<file path="config.mk">
export PLATFORM = sky130hd
export DESIGN_NAME = branch_resolver
export DESIGN_NICKNAME = d
export VERILOG_FILES = /design/src/rtl/branch_resolver_pkg.sv /design/src/rtl/branch_resolver_compare.sv /design/src/rtl/branch_resolver.sv
export SDC_FILE = /design/constraint.sdc
export NUM_CORES = 1
export LEC_CHECK = 0
export ABC_AREA = 1
export CAP_MARGIN = 20
export CELL_PAD_IN_SITES_DETAIL_PLACEMENT = 0
export CELL_PAD_IN_SITES_GLOBAL_PLACEMENT = 1
export CORE_ASPECT_RATIO = 1.4
export CORE_MARGIN = 1.5
export CORE_UTILIZATION = 44
export CTS_BUF_LIST = sky130_fd_sc_hd__clkbuf_4 sky130_fd_sc_hd__clkbuf_8
export CTS_CLUSTER_SIZE = 10
export DETAILED_ROUTE_END_ITERATION = 6
export PLACE_DENSITY_LB_ADDON = 0.1
export SLEW_MARGIN = 20
export SYNTH_ARGS = -nofsm -noshare
export SYNTH_HDL_FRONTEND = slang
export SYNTH_SLANG_ARGS = --single-unit
</file>
<file path="constraint.sdc">
create_clock -name clk -period 4.5 [get_ports clk]
set_input_delay 1.125 -clock clk [delete_from_list [all_inputs] [get_ports clk]]
set_output_delay 1.125 -clock clk [all_outputs]
set_load 0.03 [all_outputs]
</file>
<file path="src/rtl/branch_resolver_pkg.sv">
// Shared definitions for the branch resolver: branch-type encodings,
// 2-bit predictor counter states and the default datapath width.
package branch_resolver_pkg;

   localparam int BUS_WIDTH = 32;

   typedef enum logic [2:0] {
      BR_BEQ    = 3'd0,
      BR_BNE    = 3'd1,
      BR_NEVER  = 3'd2,
      BR_ALWAYS = 3'd3,
      BR_BLT    = 3'd4,
      BR_BGE    = 3'd5,
      BR_BLTU   = 3'd6,
      BR_BGEU   = 3'd7
   } br_type_e;

   localparam logic [1:0] CTR_STRONG_NT = 2'b00;
   localparam logic [1:0] CTR_WEAK_NT   = 2'b01;
   localparam logic [1:0] CTR_WEAK_T    = 2'b10;
   localparam logic [1:0] CTR_STRONG_T  = 2'b11;

   function automatic logic is_conditional(input logic [2:0] t);
      return !((t == BR_NEVER) || (t == BR_ALWAYS));
   endfunction

   // Saturating up/down step of a 2-bit predictor counter.
   function automatic logic [1:0] ctr_update(input logic [1:0] c, input logic taken);
      logic [1:0] r;
      r = c;
      if (taken && (c != CTR_STRONG_T)) begin
         r = c + 2'd1;
      end else if (!taken && (c != CTR_STRONG_NT)) begin
         r = c - 2'd1;
      end
      return r;
   endfunction

endpackage

</file>
<file path="src/rtl/branch_resolver_compare.sv">
// Pure combinational branch comparator: decides taken from type and operands.
module branch_compare #(
   parameter int BUS_WIDTH = branch_resolver_pkg::BUS_WIDTH
) (
   input  logic [2:0]           br_type_i,
   input  logic [BUS_WIDTH-1:0] a_i,
   input  logic [BUS_WIDTH-1:0] b_i,
   output logic                 taken_o
);
   import branch_resolver_pkg::*;

   always_comb begin
      taken_o = 1'b0;
      case (br_type_e'(br_type_i))
         BR_BEQ:    taken_o = (a_i == b_i);
         BR_BNE:    taken_o = (a_i != b_i);
         BR_NEVER:  taken_o = 1'b0;
         BR_ALWAYS: taken_o = 1'b1;
         BR_BLT:    taken_o = ($signed(a_i) <  $signed(b_i));
         BR_BGE:    taken_o = ($signed(a_i) >= $signed(b_i));
         BR_BLTU:   taken_o = (a_i <  b_i);
         BR_BGEU:   taken_o = (a_i >= b_i);
         default:   taken_o = 1'b0;
      endcase
   end

endmodule

</file>
<file path="src/rtl/branch_resolver.sv">
// Branch resolver: resolves branches through a single-entry output register,
// trains a 2-bit bimodal BHT and keeps saturating branch/mispredict counters.
module branch_resolver #(
   parameter int BUS_WIDTH = branch_resolver_pkg::BUS_WIDTH,
   parameter int BHT_DEPTH = 64,
   parameter int CNT_WIDTH = 16
) (
   input  logic                 clk,
   input  logic                 rst_n,
   input  logic [BUS_WIDTH-1:0] lu_pc,
   output logic                 lu_pred_taken,
   input  logic                 in_valid,
   output logic                 in_ready,
   input  logic [2:0]           br_type,
   input  logic [BUS_WIDTH-1:0] A,
   input  logic [BUS_WIDTH-1:0] B,
   input  logic [BUS_WIDTH-1:0] pc,
   input  logic                 pred_taken,
   output logic                 out_valid,
   input  logic                 out_ready,
   output logic                 br_taken,
   output logic                 mispredict,
   input  logic                 flush,
   output logic [CNT_WIDTH-1:0] br_cnt,
   output logic [CNT_WIDTH-1:0] miss_cnt
);
   import branch_resolver_pkg::*;

   localparam int IDX_W = $clog2(BHT_DEPTH);

   logic [1:0]           bht_q [BHT_DEPTH];
   logic [IDX_W-1:0]     idx;
   logic [IDX_W-1:0]     lu_idx;
   logic                 taken;
   logic                 accept;
   logic                 cond;
   logic                 out_valid_q, out_valid_d;
   logic                 br_taken_q, br_taken_d;
   logic                 mispredict_q, mispredict_d;
   logic [CNT_WIDTH-1:0] br_cnt_q, br_cnt_d;
   logic [CNT_WIDTH-1:0] miss_cnt_q, miss_cnt_d;
   logic                 unused_pc_bits;

   assign idx    = pc[IDX_W+1:2];
   assign lu_idx = lu_pc[IDX_W+1:2];
   assign unused_pc_bits = ^{pc[BUS_WIDTH-1:IDX_W+2], pc[1:0],
                             lu_pc[BUS_WIDTH-1:IDX_W+2], lu_pc[1:0]};

   branch_compare #(.BUS_WIDTH(BUS_WIDTH)) u_compare (
      .br_type_i (br_type),
      .a_i       (A),
      .b_i       (B),
      .taken_o   (taken)
   );

   // Gating with rst_n keeps the request side closed while reset is held.
   assign in_ready      = rst_n && !flush && (!out_valid_q || out_ready);
   assign accept        = in_valid && in_ready;
   assign cond          = is_conditional(br_type);
   assign lu_pred_taken = bht_q[lu_idx][1];

   assign out_valid  = out_valid_q;
   assign br_taken   = br_taken_q;
   assign mispredict = mispredict_q;
   assign br_cnt     = br_cnt_q;
   assign miss_cnt   = miss_cnt_q;

   always_comb begin
      out_valid_d  = out_valid_q;
      br_taken_d   = br_taken_q;
      mispredict_d = mispredict_q;
      br_cnt_d     = br_cnt_q;
      miss_cnt_d   = miss_cnt_q;
      if (flush) begin
         out_valid_d = 1'b0;
      end else if (accept) begin
         out_valid_d  = 1'b1;
         br_taken_d   = taken;
         mispredict_d = (taken != pred_taken);
         if (cond && (br_cnt_q != '1)) begin
            br_cnt_d = br_cnt_q + CNT_WIDTH'(1);
         end
         if (cond && (taken != pred_taken) && (miss_cnt_q != '1)) begin
            miss_cnt_d = miss_cnt_q + CNT_WIDTH'(1);
         end
      end else if (out_ready) begin
         out_valid_d = 1'b0;
      end
   end

   always_ff @(posedge clk or negedge rst_n) begin
      if (!rst_n) begin
         out_valid_q  <= 1'b0;
         br_taken_q   <= 1'b0;
         mispredict_q <= 1'b0;
         br_cnt_q     <= '0;
         miss_cnt_q   <= '0;
      end else begin
         out_valid_q  <= out_valid_d;
         br_taken_q   <= br_taken_d;
         mispredict_q <= mispredict_d;
         br_cnt_q     <= br_cnt_d;
         miss_cnt_q   <= miss_cnt_d;
      end
   end

   // Only conditional branches train the predictor; accept already excludes flush.
   always_ff @(posedge clk or negedge rst_n) begin
      if (!rst_n) begin
         for (int i = 0; i < BHT_DEPTH; i++) begin
            bht_q[i] <= CTR_WEAK_NT;
         end
      end else if (accept && cond) begin
         bht_q[idx] <= ctr_update(bht_q[idx], taken);
      end
   end

endmodule
</file>
==> run_results.csv <==
group,metric,value,unit
timing,rsz0062_at_grt,"false",
cts,cts_buffer_depth,2,
placement,dp_hpwl,21790,um
timing,finalCritPeriodShare,0.9638,
critical_path,crit_chain,"clkdlybuf4s50_1 -> inv_1 -> buf_12 -> o21ai_0 -> a21oi_1 -> a211oi_1 -> o311ai_1 -> o211ai_1 -> o31ai_1 -> buf_4",
floorplanning,core_area,23890,um^2
timing,hold_viol,0,
yosys,yosysTopAreaCell,"dfrtp_1",
detailed_routing,routed_wl,31800,um
critical_path,slowest_delay,0.54,ns
yosys,syn_area_per_cell,7.521,um^2
power,comb_power_share,0.207,
floorplanning,start_util,0.4473,
cts,clk_pin_slew,0.08,ns
global_route,grt_pass1_wl,51030,um
yosys,synth_edf_count,0,
floorplanning,row_count,67,
critical_path,startpoint_type,"input pin",
power,p_per_area,269.8,nW/um^2
cts,cts_made_buffers,17,
yosys,ys_ff_latch,163,
yosys,synth_nets,1594,
power,leakage,5.909,nW
critical_path,cp_max_fo,11,
yosys,netlist_area,10690,um^2
power,clock_power_share,0.330,
floorplanning,die_area,25250,um^2
critical_path,path_buf_inv,4,
run,drv_cap,0,
placement,finalWeightedCongestion,0.8424,
power,ir_drop,0.2453,mV
yosys,synthCells,1421,
timing,slew_headroom,0.3905,
detailed_routing,drc_errors,0,
power,power,3.453,mW
detailed_routing,wl_per_cell,16.94,um
finish,fill_cells,2357,
run_status,status,"completed",
power,switching_share,0.3128,
yosys,synthTopCellsByArea,"dfrtp_1, nand2_1, dfstp_2, inv_1, nand3_2",
timing,maxSlewViolCount,0,
timing,setup_viol,0,
detailed_routing,vias_per_cell,5.194,
detailed_routing,num_vias,9750,
global_route,grt_util_all_layers,0.2612,
critical_path,slowest_stage,"clkdlybuf4s50_1",
detailed_routing,first_pass_iters,7,
finish,diodes,0,
yosys,ys_warn_count,0,
floorplanning,die_h,187.4,um
min_path,hold_path.class,"flop to flop",
floorplanning,die_x,134.7,um
global_route,overflow,0,
power,power_frac_seq,0.463,
yosys,ys_seq_area_frac,0.3891,
floorplanning,pin_count,174,
timing,fin_worst_skew,0.01805,ns
yosys,synthDistinctLibCells,53,
timing,min_period,4.337,ns
finish,design_area,12800,um^2
critical_path,worstSetupPathType,"input pin to primary output",
finish,drive_above_1_share,0.1493,
yosys,synth_top_area_share,0.2318,
yosys,synthArstFlopShare,1.000,
timing,setup_tns,0,ns
cts,ctsHoldBuffers,0,
power,internal_power,2.373,mW
critical_path,worstPathArrival,3.21,ns
cts,cts_tree,"done",
timing,fin_ws,0.1627,ns
finish,final_nets,1727,
critical_path,crit_required,3.38,ns
global_route,antenna_found_initial,0,
placement,portBuffers,121,
global_route,grt_pass1_vias,9675,
cts,numClockSinks,163,
cts,worstSkewPairLatency,0.48,ns
cts,root_buffer,"clkbuf_8",
detailed_routing,drt_iter0_drc,610,
finish,syn2layout_area_growth,19.76,%
placement,post-place-ws,-0.01729,ns
placement,place_area,12380,um^2
yosys,synthFlopType,"dfrtp_1",
power,switching_power,1.080,mW
timing,whs,0.4695,ns
critical_path,critPathTopFamily,"buffers and inverters",
detailed_routing,final_antenna_net_count,0,
timing,fmax,230.6,MHz
cts,htree_levels,4,
global_route,grt_max_degree,164,
critical_path,worstSetupEndpointType,"primary output",
timing,tightest_slew,0.9143,ns
-- logic make-up after synthesis --
logic type | Yosys count | synth area share
AO/OA/AOI/OAI | 124 | 0.07645
flip-flops | 163 | 0.3891
adder cells (fa/ha/maj) | 36 | 0.04214
XOR/XNOR | 30 | 0.02634
buffers and inverters | 229 | 0.1011
AND/OR/NAND/NOR | 839 | 0.3648
-- registers in the layout, indices dropped and copies added (netlist names) --
signal / cells
bht_q: 128
br_cnt: 16
miss_cnt: 16
br_taken: 1
mispredict: 1
out_valid: 1
-- worst paths after layout --
check | start | to | slack, ns | cells past startpoint
worst min register to register | bht_q[34]$_DFFE_PN1P_ | bht_q[34]$_DFFE_PN1P_ | 0.47 | 2
min in group asynchronous | rst_n | bht_q[123]$_DFFE_PN0P_ | 0.84 | 2
worst max-delay path | lu_pc[3] | lu_pred_taken | 0.16 | 10
worst min-delay path | bht_q[34]$_DFFE_PN1P_ | bht_q[34]$_DFFE_PN1P_ | 0.47 | 2
worst max register to register | bht_q[41]$_DFFE_PN0P_ | bht_q[101]$_DFFE_PN0P_ | 1.79 | 16
max in group asynchronous | rst_n | bht_q[75]$_DFFE_PN0P_ | 3.02 | 2
-- what timing repair did --
action,CTS,global route
endpoints found under the setup margin,0,1
gates resized for setup,0,2
setup buffers,0,0
-- worst register-to-register path, cell delays in order (launching register included) --
cell and delay (ns):
dfrtp_1 0.44, nand2_1 0.09, o2111ai_1 0.12, o31ai_1 0.42, nand2_1 0.10, inv_1 0.06, nand2_1 0.05, nor2_2 0.18
inv_1 0.07, ha_1 0.17, nand3b_1 0.25, inv_1 0.09, nand2_1 0.06, nand2_2 0.16, buf_12 0.22, nand2_1 0.09
nand2_1 0.07
-- power by group through the flow --
stage / combinational (mW) / sequential, mW / clock (mW)
3_5_place_dp: 0.718 / 1.62 / 0
4_1_cts: 0.720 / 1.60 / 1.17
2_1_floorplan: 0.330 / 1.68 / 0
3_3_place_gp: 0.712 / 1.62 / 0
6_report: 0.715 / 1.60 / 1.14
5_1_grt: 0.779 / 1.61 / 1.22
-- cell type report --
type                    instances  area [um^2]  area share
multi-input cells            1029         5455      0.4262
flip-flops and latches        163         4159      0.3249
inverters                     181        694.4     0.05425
clock buffers                  21        282.8     0.02209
repair buffers                162         1693      0.1323
well taps                     310        387.9     0.03030
clock inverters                11        127.6    0.009971
-- placed cells by master, fill, tap and decap left out, types with 3 or more instances in the layout --
| master | n |
|---|---|
| inv_1 | 169 |
| nand3_2 | 62 |
| nor3_1 | 71 |
| o22ai_1 | 16 |
| clkbuf_8 | 20 |
| nor3_4 | 3 |
| a221oi_1 | 3 |
| buf_12 | 14 |
| clkinv_4 | 3 |
| dfrtp_1 | 99 |
| nand4_1 | 20 |
| dfstp_2 | 64 |
| buf_4 | 28 |
| a21oi_1 | 18 |
| and3_1 | 3 |
| nand2_2 | 4 |
| ha_1 | 36 |
| o21ai_0 | 43 |
| clkdlybuf4s50_1 | 119 |
| o31ai_1 | 3 |
| xor2_1 | 17 |
| clkinvlp_4 | 3 |
| nor2_1 | 90 |
| inv_4 | 4 |
| nand2_1 | 525 |
| a221oi_2 | 4 |
| a22oi_1 | 20 |
| nand3_1 | 49 |
| xnor2_1 | 12 |
| nand3_4 | 5 |
| inv_2 | 5 |
-- stage by stage --
stage / utilization / cells
3_5_place_dp: 0.5183 / 1845
4_1_cts: 0.5354 / 1877
6_report: 0.5357 / 1877
5_1_grt: 0.5357 / 1877
3_3_place_gp: 0.5183 / 1845
2_1_floorplan: - / 1421
-- synth_stat cells, types with 2 or more instances --
cell,n
a21o_1,2
a21oi_1,18
a221oi_1,3
a221oi_2,4
a22oi_1,20
and3_1,3
buf_12,6
buf_2,6
buf_4,9
buf_6,9
clkbuf_1,17
clkinv_1,2
dfrtp_1,99
dfstp_2,64
ha_1,36
inv_1,169
inv_2,5
inv_4,4
nand2_1,525
nand2_2,4
nand3_1,49
nand3_2,62
nand3_4,5
nand3b_1,2
nand4_1,20
nor2_1,90
nor3_1,71
nor3_4,3
nor4_1,2
o2111a_1,2
o211ai_1,2
o21ai_0,43
o22ai_1,16
o31ai_1,3
xnor2_1,12
xor2_1,17
-- layer usage --
metal / vias up / GRT usage / wire length, um
met4: 0 / 0.1063 / 1170
met5: - / 0 / 0
li1: 4825 / - / -
met1: 4572 / 0.3173 / 13300
met2: 292 / 0.4558 / 15840
met3: 61 / 0.04282 / 1484
Power figures use the tool's default switching activity.
